$ cat config.mk
export PLATFORM = sky130hd
export DESIGN_NAME = register_bist
export DESIGN_NICKNAME = d
export VERILOG_FILES = /design/src/rtl/register_bist_pkg.sv /design/src/rtl/galois_lfsr.sv /design/src/rtl/register_bist.sv
export SDC_FILE = /design/constraint.sdc
export NUM_CORES = 1
export LEC_CHECK = 0
export CAP_MARGIN = 20
export CORE_UTILIZATION = 49
export DETAILED_ROUTE_END_ITERATION = 7
export HOLD_SLACK_MARGIN = 0.08
export PLACE_DENSITY = 0.89
export SYNTH_ARGS = -nofsm -noshare
export SYNTH_HDL_FRONTEND = slang
export SYNTH_SLANG_ARGS = --single-unit
$ cat constraint.sdc
create_clock -name clk -period 3.6 [get_ports clk]
set_clock_uncertainty 0.15 [all_clocks]
set_input_delay 0.72 -clock clk [delete_from_list [all_inputs] [get_ports clk]]
set_output_delay 0.72 -clock clk [all_outputs]
set_load 0.005 [all_outputs]
$ cat src/rtl/register_bist_pkg.sv
// Shared types and constants for the register_bist engine.
//   state_t      : BIST sequencer states
//   LFSR_WIDTH   : width of the stimulus LFSR
//   LFSR_MASK    : Galois tap mask for x^32+x^22+x^2+x+1
//   DEFAULT_SEED : seed used when none is supplied
//   lfsr_next()  : one right-shift Galois step
package register_bist_pkg;

  typedef enum logic [2:0] {
    IDLE,
    RESET,
    SETTLE,
    RUN,
    DRAIN,
    DONE
  } state_t;

  localparam int unsigned LFSR_WIDTH = 32;
  localparam logic [LFSR_WIDTH-1:0] LFSR_MASK = 32'h8020_0003;
  localparam logic [LFSR_WIDTH-1:0] DEFAULT_SEED = 32'h0000_0001;

  // Right-shift Galois step: feedback bit is the LSB, taps folded in by the mask.
  function automatic logic [LFSR_WIDTH-1:0] lfsr_next(input logic [LFSR_WIDTH-1:0] q,
                                                      input logic [LFSR_WIDTH-1:0] mask);
    return (q >> 1) ^ (q[0] ? mask : '0);
  endfunction

endpackage

$ cat src/rtl/galois_lfsr.sv
// Right-shift Galois LFSR with synchronous load and step enable.
// Ports:
//   clk, rst : clock, asynchronous active-high reset
//   load     : load seed (has priority over step)
//   seed     : value loaded on load
//   step     : advance one position
//   q        : current LFSR state
module galois_lfsr #(
  parameter int unsigned WIDTH = 32,
  parameter logic [WIDTH-1:0] MASK = WIDTH'(32'h8020_0003)
) (
  input  logic             clk,
  input  logic             rst,
  input  logic             load,
  input  logic [WIDTH-1:0] seed,
  input  logic             step,
  output logic [WIDTH-1:0] q
);

  // LFSR state; reset to a non-zero value so it can never sit in the lockup state.
  always_ff @(posedge clk or posedge rst) begin
    if (rst) begin
      q <= WIDTH'(1);
    end else if (load) begin
      q <= seed;
    end else if (step) begin
      q <= (q >> 1) ^ (q[0] ? MASK : '0);
    end
  end

endmodule

$ cat src/rtl/register_bist.sv
// Built-in self-test engine for an enabled register. Holds the register in
// reset, drives pseudo-random in/en every RUN cycle, runs a cycle-accurate
// reference model and counts mismatches against the register output.
// Optional feature macro: REGISTER_BIST_FIRST_FAIL_EN (first-mismatch capture).
// Ports:
//   clk, rst        : clock, asynchronous active-high reset
//   go              : start pulse (honoured in IDLE and DONE)
//   dut_rst/en/in   : stimulus to the register under test
//   dut_out         : register under test output
//   done, passed    : run finished / finished with zero mismatches
//   error_count     : saturating mismatch count
//   first_fail_*    : index, expected and actual value of first mismatch
module register_bist
  import register_bist_pkg::*;
#(
  parameter int unsigned WIDTH        = 8,
  parameter int unsigned NUM_TESTS    = 10000,
  parameter int unsigned RESET_CYCLES = 5,
  parameter logic [31:0] SEED         = DEFAULT_SEED,
  parameter int unsigned ERR_WIDTH    = 16
) (
  input  logic                 clk,
  input  logic                 rst,
  input  logic                 go,
  output logic                 dut_rst,
  output logic                 dut_en,
  output logic [WIDTH-1:0]     dut_in,
  input  logic [WIDTH-1:0]     dut_out,
  output logic                 done,
  output logic                 passed,
  output logic [ERR_WIDTH-1:0] error_count,
  output logic [31:0]          first_fail_idx,
  output logic [WIDTH-1:0]     first_fail_exp,
  output logic [WIDTH-1:0]     first_fail_act
);

  localparam logic [LFSR_WIDTH-1:0] SEED_EFF = (SEED == '0) ? LFSR_WIDTH'(1) : SEED;
  localparam logic [31:0] LAST_RESET = 32'(RESET_CYCLES - 1);
  localparam logic [31:0] LAST_RUN   = 32'(NUM_TESTS - 1);
  localparam logic [31:0] DRAIN_IDX  = 32'(NUM_TESTS + 1);

  state_t                state, state_d;
  logic [31:0]           cnt, cnt_d;
  logic [ERR_WIDTH-1:0]  err_d;
  logic [WIDTH-1:0]      expected;
  logic [LFSR_WIDTH-1:0] lfsr_q, lfsr_ahead;
  logic                  start, lfsr_step, mismatch;
  logic                  dut_rst_d, dut_en_d, done_d, passed_d;
  logic [WIDTH-1:0]      dut_in_d;
  logic                  unused_lfsr_bits;

  assign unused_lfsr_bits = ^lfsr_ahead;

  galois_lfsr #(
    .WIDTH(LFSR_WIDTH),
    .MASK (LFSR_MASK)
  ) u_lfsr (
    .clk (clk),
    .rst (rst),
    .load(start),
    .seed(SEED_EFF),
    .step(lfsr_step),
    .q   (lfsr_q)
  );

  // Next-state, counters, comparator and next output values.
  // Outputs are registered from state_d, so the LFSR value for the coming
  // cycle (lfsr_ahead) is looked up here rather than taken from lfsr_q.
  always_comb begin
    state_d    = state;
    cnt_d      = cnt;
    err_d      = error_count;
    start      = 1'b0;
    lfsr_step  = 1'b0;
    lfsr_ahead = lfsr_q;
    mismatch   = 1'b0;
    dut_rst_d  = 1'b0;
    dut_en_d   = 1'b0;
    dut_in_d   = '0;
    done_d     = 1'b0;
    passed_d   = 1'b0;

    case (state)
      IDLE, DONE: begin
        if (go) begin
          state_d = RESET;
          cnt_d   = '0;
          err_d   = '0;
          start   = 1'b1;
        end
      end
      RESET: begin
        if (cnt == LAST_RESET) begin
          state_d = SETTLE;
          cnt_d   = '0;
        end else begin
          cnt_d = cnt + 32'd1;
        end
      end
      SETTLE: begin
        state_d  = RUN;
        mismatch = (dut_out != expected);
      end
      RUN: begin
        lfsr_step  = 1'b1;
        lfsr_ahead = lfsr_next(lfsr_q, LFSR_MASK);
        mismatch   = (dut_out != expected);
        if (cnt == LAST_RUN) begin
          state_d = DRAIN;
          cnt_d   = '0;
        end else begin
          cnt_d = cnt + 32'd1;
        end
      end
      DRAIN: begin
        state_d  = DONE;
        mismatch = (dut_out != expected);
      end
      default: state_d = IDLE;
    endcase

    if (mismatch && (error_count != '1)) begin
      err_d = error_count + ERR_WIDTH'(1);
    end

    dut_rst_d = (state_d == IDLE) || (state_d == RESET);
    if (state_d == RUN) begin
      dut_en_d = lfsr_ahead[LFSR_WIDTH-1];
      dut_in_d = lfsr_ahead[WIDTH-1:0];
    end
    done_d   = (state_d == DONE);
    passed_d = done_d && (err_d == '0);
  end

  // State, counters, registered outputs and the reference model.
  always_ff @(posedge clk or posedge rst) begin
    if (rst) begin
      state       <= IDLE;
      cnt         <= '0;
      error_count <= '0;
      expected    <= '0;
      dut_rst     <= 1'b1;
      dut_en      <= 1'b0;
      dut_in      <= '0;
      done        <= 1'b0;
      passed      <= 1'b0;
    end else begin
      state       <= state_d;
      cnt         <= cnt_d;
      error_count <= err_d;
      if (dut_rst) begin
        expected <= '0;
      end else if (dut_en) begin
        expected <= dut_in;
      end
      dut_rst <= dut_rst_d;
      dut_en  <= dut_en_d;
      dut_in  <= dut_in_d;
      done    <= done_d;
      passed  <= passed_d;
    end
  end

`ifdef REGISTER_BIST_FIRST_FAIL_EN
  logic        ff_valid;
  logic [31:0] cmp_idx;

  // Compare index: 0 in SETTLE, 1..NUM_TESTS in RUN, NUM_TESTS+1 in DRAIN.
  always_comb begin
    cmp_idx = DRAIN_IDX;
    if (state == SETTLE) begin
      cmp_idx = '0;
    end else if (state == RUN) begin
      cmp_idx = cnt + 32'd1;
    end
  end

  // Capture the first mismatch of a run; later mismatches leave it alone.
  always_ff @(posedge clk or posedge rst) begin
    if (rst) begin
      ff_valid       <= 1'b0;
      first_fail_idx <= '0;
      first_fail_exp <= '0;
      first_fail_act <= '0;
    end else if (start) begin
      ff_valid       <= 1'b0;
      first_fail_idx <= '0;
      first_fail_exp <= '0;
      first_fail_act <= '0;
    end else if (mismatch && !ff_valid) begin
      ff_valid       <= 1'b1;
      first_fail_idx <= cmp_idx;
      first_fail_exp <= expected;
      first_fail_act <= dut_out;
    end
  end
`else
  assign first_fail_idx = '0;
  assign first_fail_exp = '0;
  assign first_fail_act = '0;
`endif

endmodule

==> flow_summary.json <==
{
  "rows": 37,
  "startpoint_type": "primary input",
  "ys_top_cells_by_area": "dfrtp_1 47%, buf_4 6.8%, nand2_1 5.3%",
  "ff2ff_setup_slack_ns": 0.59,
  "worstSetupEndpointType": "flop",
  "avgViaCountPerCell": 5.43,
  "grt_pass1_vias": 3751,
  "layout-drive-gt1-share": 0.0752,
  "power.total_mw": 3.09,
  "grt_overflow": 0,
  "die_x_um": 107,
  "synth_flop_cell": "dfrtp_1",
  "ioPinCount": 87,
  "grt_usage": 0.195,
  "path_max_fanout": 13,
  "grt_pass1_wl_um": 17700,
  "slew_headroom": 0.354,
  "top_usage_layer": "met2",
  "drc": 0,
  "period_minus_slack_ns": 3.20,
  "final_core_util": 0.566,
  "path_cells": "clkdlybuf4s50_1 -> xnor2_1 -> nand4_1 -> o21ai_2 -> nor2_1 -> a221o_1 -> or4_4 -> nor4_2",
  "yosysUniqueCellTypes": 62,
  "clkTransAtPathRegs_ns": 0.10,
  "setup_viol": 0,
  "syn_avg_cell_area_um2": 9.38,
  "final_antenna_net_count": 0,
  "ys_seq_area_frac": 0.480,
  "synth_edf_count": 0,
  "gp_congestion": 0.880,
  "cts_max_level": 3,
  "startpoint": "dut_out[1]",
  "die_area_mm2": 0.0114,
  "peakVddDrop_mv": 0.249,
  "synth_top_area_cell": "dfrtp_1",
  "hpwl_um": 7240,
  "cp.arrival_ns": 3.33,
  "synthTopCellsByCount": "101 x dfrtp_1, 76 x nand2_1, 72 x nor2_1",
  "dpl_cell_area_mm2": 0.00571,
  "synth_top_area_frac": 0.470,
  "ys_async_sr_fraction": 1.00,
  "totalWireLength_um": 10500,
  "p_leak_nw": 2.64,
  "clock_sinks": 103,
  "start_util": 0.514,
  "synth_area_mm2": 0.00537,
  "fin_crit_sh": 0.889,
  "r2r_end": "passed",
  "cts_tree": "built",
  "num_vias": 4065,
  "cts_made_buffers": 9,
  "cts-root-buf": "clkbuf_8",
  "cp_slowest_cell": "o21ai_2",
  "power_frac_seq": 0.469,
  "hold_buffers": 0,
  "io_buffers": 38,
  "hold_path_class": "flop to flop",
  "grtUsageMet3": 0.0419,
  "fillers": 847,
  "critPathMaxStageDelay_ns": 0.52,
  "status": "complete, no violations",
  "maxSlewViolCount": 0,
  "clock_latency_ns": 0.37,
  "fin_setup_tns_ns": 0,
  "intPower_mw": 1.99,
  "fin_area_mm2": 0.00593,
  "core_area_mm2": 0.0105,
  "switchingPower_mw": 1.11,
  "ys_ff_latch": 103,
  "cts_setup_buffers": 0,
  "antennaDiodeCount": 0,
  "rsz0062_at_grt": "no",
  "nNetsFinal": 621,
  "cts-resized-gates": 0,
  "power.share.clock": 0.246,
  "switching_share": 0.359,
  "fmax_mhz": 312,
  "reg2reg_depth": 8,
  "wl_per_cell_um": 14.0,
  "crit_path_end": "passed",
  "drtIter0Drc": 335,
  "cts_buffer_depth": 2,
  "die_h_um": 107,
  "p_comb_frac": 0.285,
  "synth.most_common_cell": "dfrtp_1",
  "worstMarginPinSlew_ns": 0.967,
  "power_density_mw_per_mm2": 522,
  "grt_max_degree": 72,
  "antenna_found_initial": 0,
  "netlist_instances": 573,
  "area_growth_pct": 10.3,
  "firstDrtPassIters": 5,
  "yosys_warnings": 0,
  "drv_cap": 0,
  "whs_ns": 0.372,
  "worstReg2RegStart": "error_count[0]",
  "crit_required_ns": 3.73,
  "critPathKind": "primary input to flop",
  "grt_use_met2": 0.306,
  "hold_violations": 0,
  "use_met1": 0.262
}
## power groups by stage
stage                     Sequential [mW]  Combinational, mW  Clock (mW)
after floorplan                      1.40              0.713           0
after global placement               1.46              0.851           0
after detailed placement             1.47              0.879           0
after CTS                            1.45              0.877       0.778
after global routing                 1.47              0.989       0.826
final                                1.45              0.881       0.762
## area by class of cell
class	instances	area [um^2]	area share
sequential	103	2580	0.435
multi-input combinational	433	2450	0.414
inverter	14	55.1	0.00929
clock buffer	10	138	0.0232
clock inverter	6	75.1	0.0127
tap	136	170	0.0287
timing repair buffer	46	453	0.0764
## per-layer routing
| metal | wire (um) | part of all wire |
|---|---|---|
| met2 | 4970 | 0.48 |
| met1 | 4680 | 0.45 |
| met3 | 568 | 0.054 |
| met4 | 235 | 0.022 |
| met5 | 0 | 0 |
## flip-flops by register name, summed over array words and instances, names as in the netlist
signal / cells
done: 1
dut_rst: 1
u_lfsr.q: 32
passed: 1
error_count: 16
expected: 8
state: 3
dut_in: 8
dut_en: 1
cnt: 32
## through the flow
step           cells  worst slack (ns)
2_1_floorplan    620            0.0295
3_3_place_gp     732             0.138
3_5_place_dp     732            0.0238
4_1_cts          748             0.407
5_1_grt          748             0.318
6_report         748             0.399
## critical path: cells and delay by family
| family | cells | cell delay [ns] |
|---|---|---|
| XOR/XNOR | 1 | 0.12 |
| buffers and inverters | 1 | 0.48 |
| AND/OR/NAND/NOR | 4 | 1.10 |
| AO/OA/AOI/OAI | 2 | 0.90 |
## cell usage in the layout, fill, tap and decap left out, types with 3 or more instances in the layout
| cell type | n |
|---|---|
| nand2_1 | 76 |
| conb_1 | 48 |
| and3_1 | 9 |
| o31ai_1 | 7 |
| clkdlybuf4s50_1 | 38 |
| o21ai_0 | 22 |
| mux2i_1 | 15 |
| nand4_1 | 8 |
| a21oi_1 | 29 |
| nor2_1 | 71 |
| nor4_1 | 9 |
| nand3_1 | 18 |
| a21o_1 | 4 |
| nand2b_1 | 7 |
| ha_1 | 3 |
| nor3_1 | 7 |
| inv_1 | 13 |
| clkbuf_8 | 10 |
| xnor2_1 | 21 |
| a211oi_1 | 6 |
| buf_4 | 7 |
| or3_1 | 6 |
| dfrtp_1 | 101 |
| nor2b_1 | 4 |
| xor2_1 | 15 |
## cell families after synthesis
kind of cell,Yosys count,share of synthesized area
simple gates,241,0.223
flops,103,0.480
compound gates,88,0.103
buf+inv,84,0.0962
xor+xnor,36,0.0587
mux,15,0.0279
fa+ha+maj,5,0.0107
other cells,1,0.000698
## how the worst min path moves through the flow
stage,slack [ns],from,endpoint,depth (start not counted)
detailed placement,0.35,cnt[7],cnt[7],1
floorplan,0.32,cnt[7],cnt[7],1
finish,0.37,u_lfsr.q[12],u_lfsr.q[11],2
CTS,0.37,u_lfsr.q[12],u_lfsr.q[11],2
global route,0.39,cnt[7],cnt[7],1
global placement,0.34,cnt[7],cnt[7],1
(Power assumes the default switching activity.)
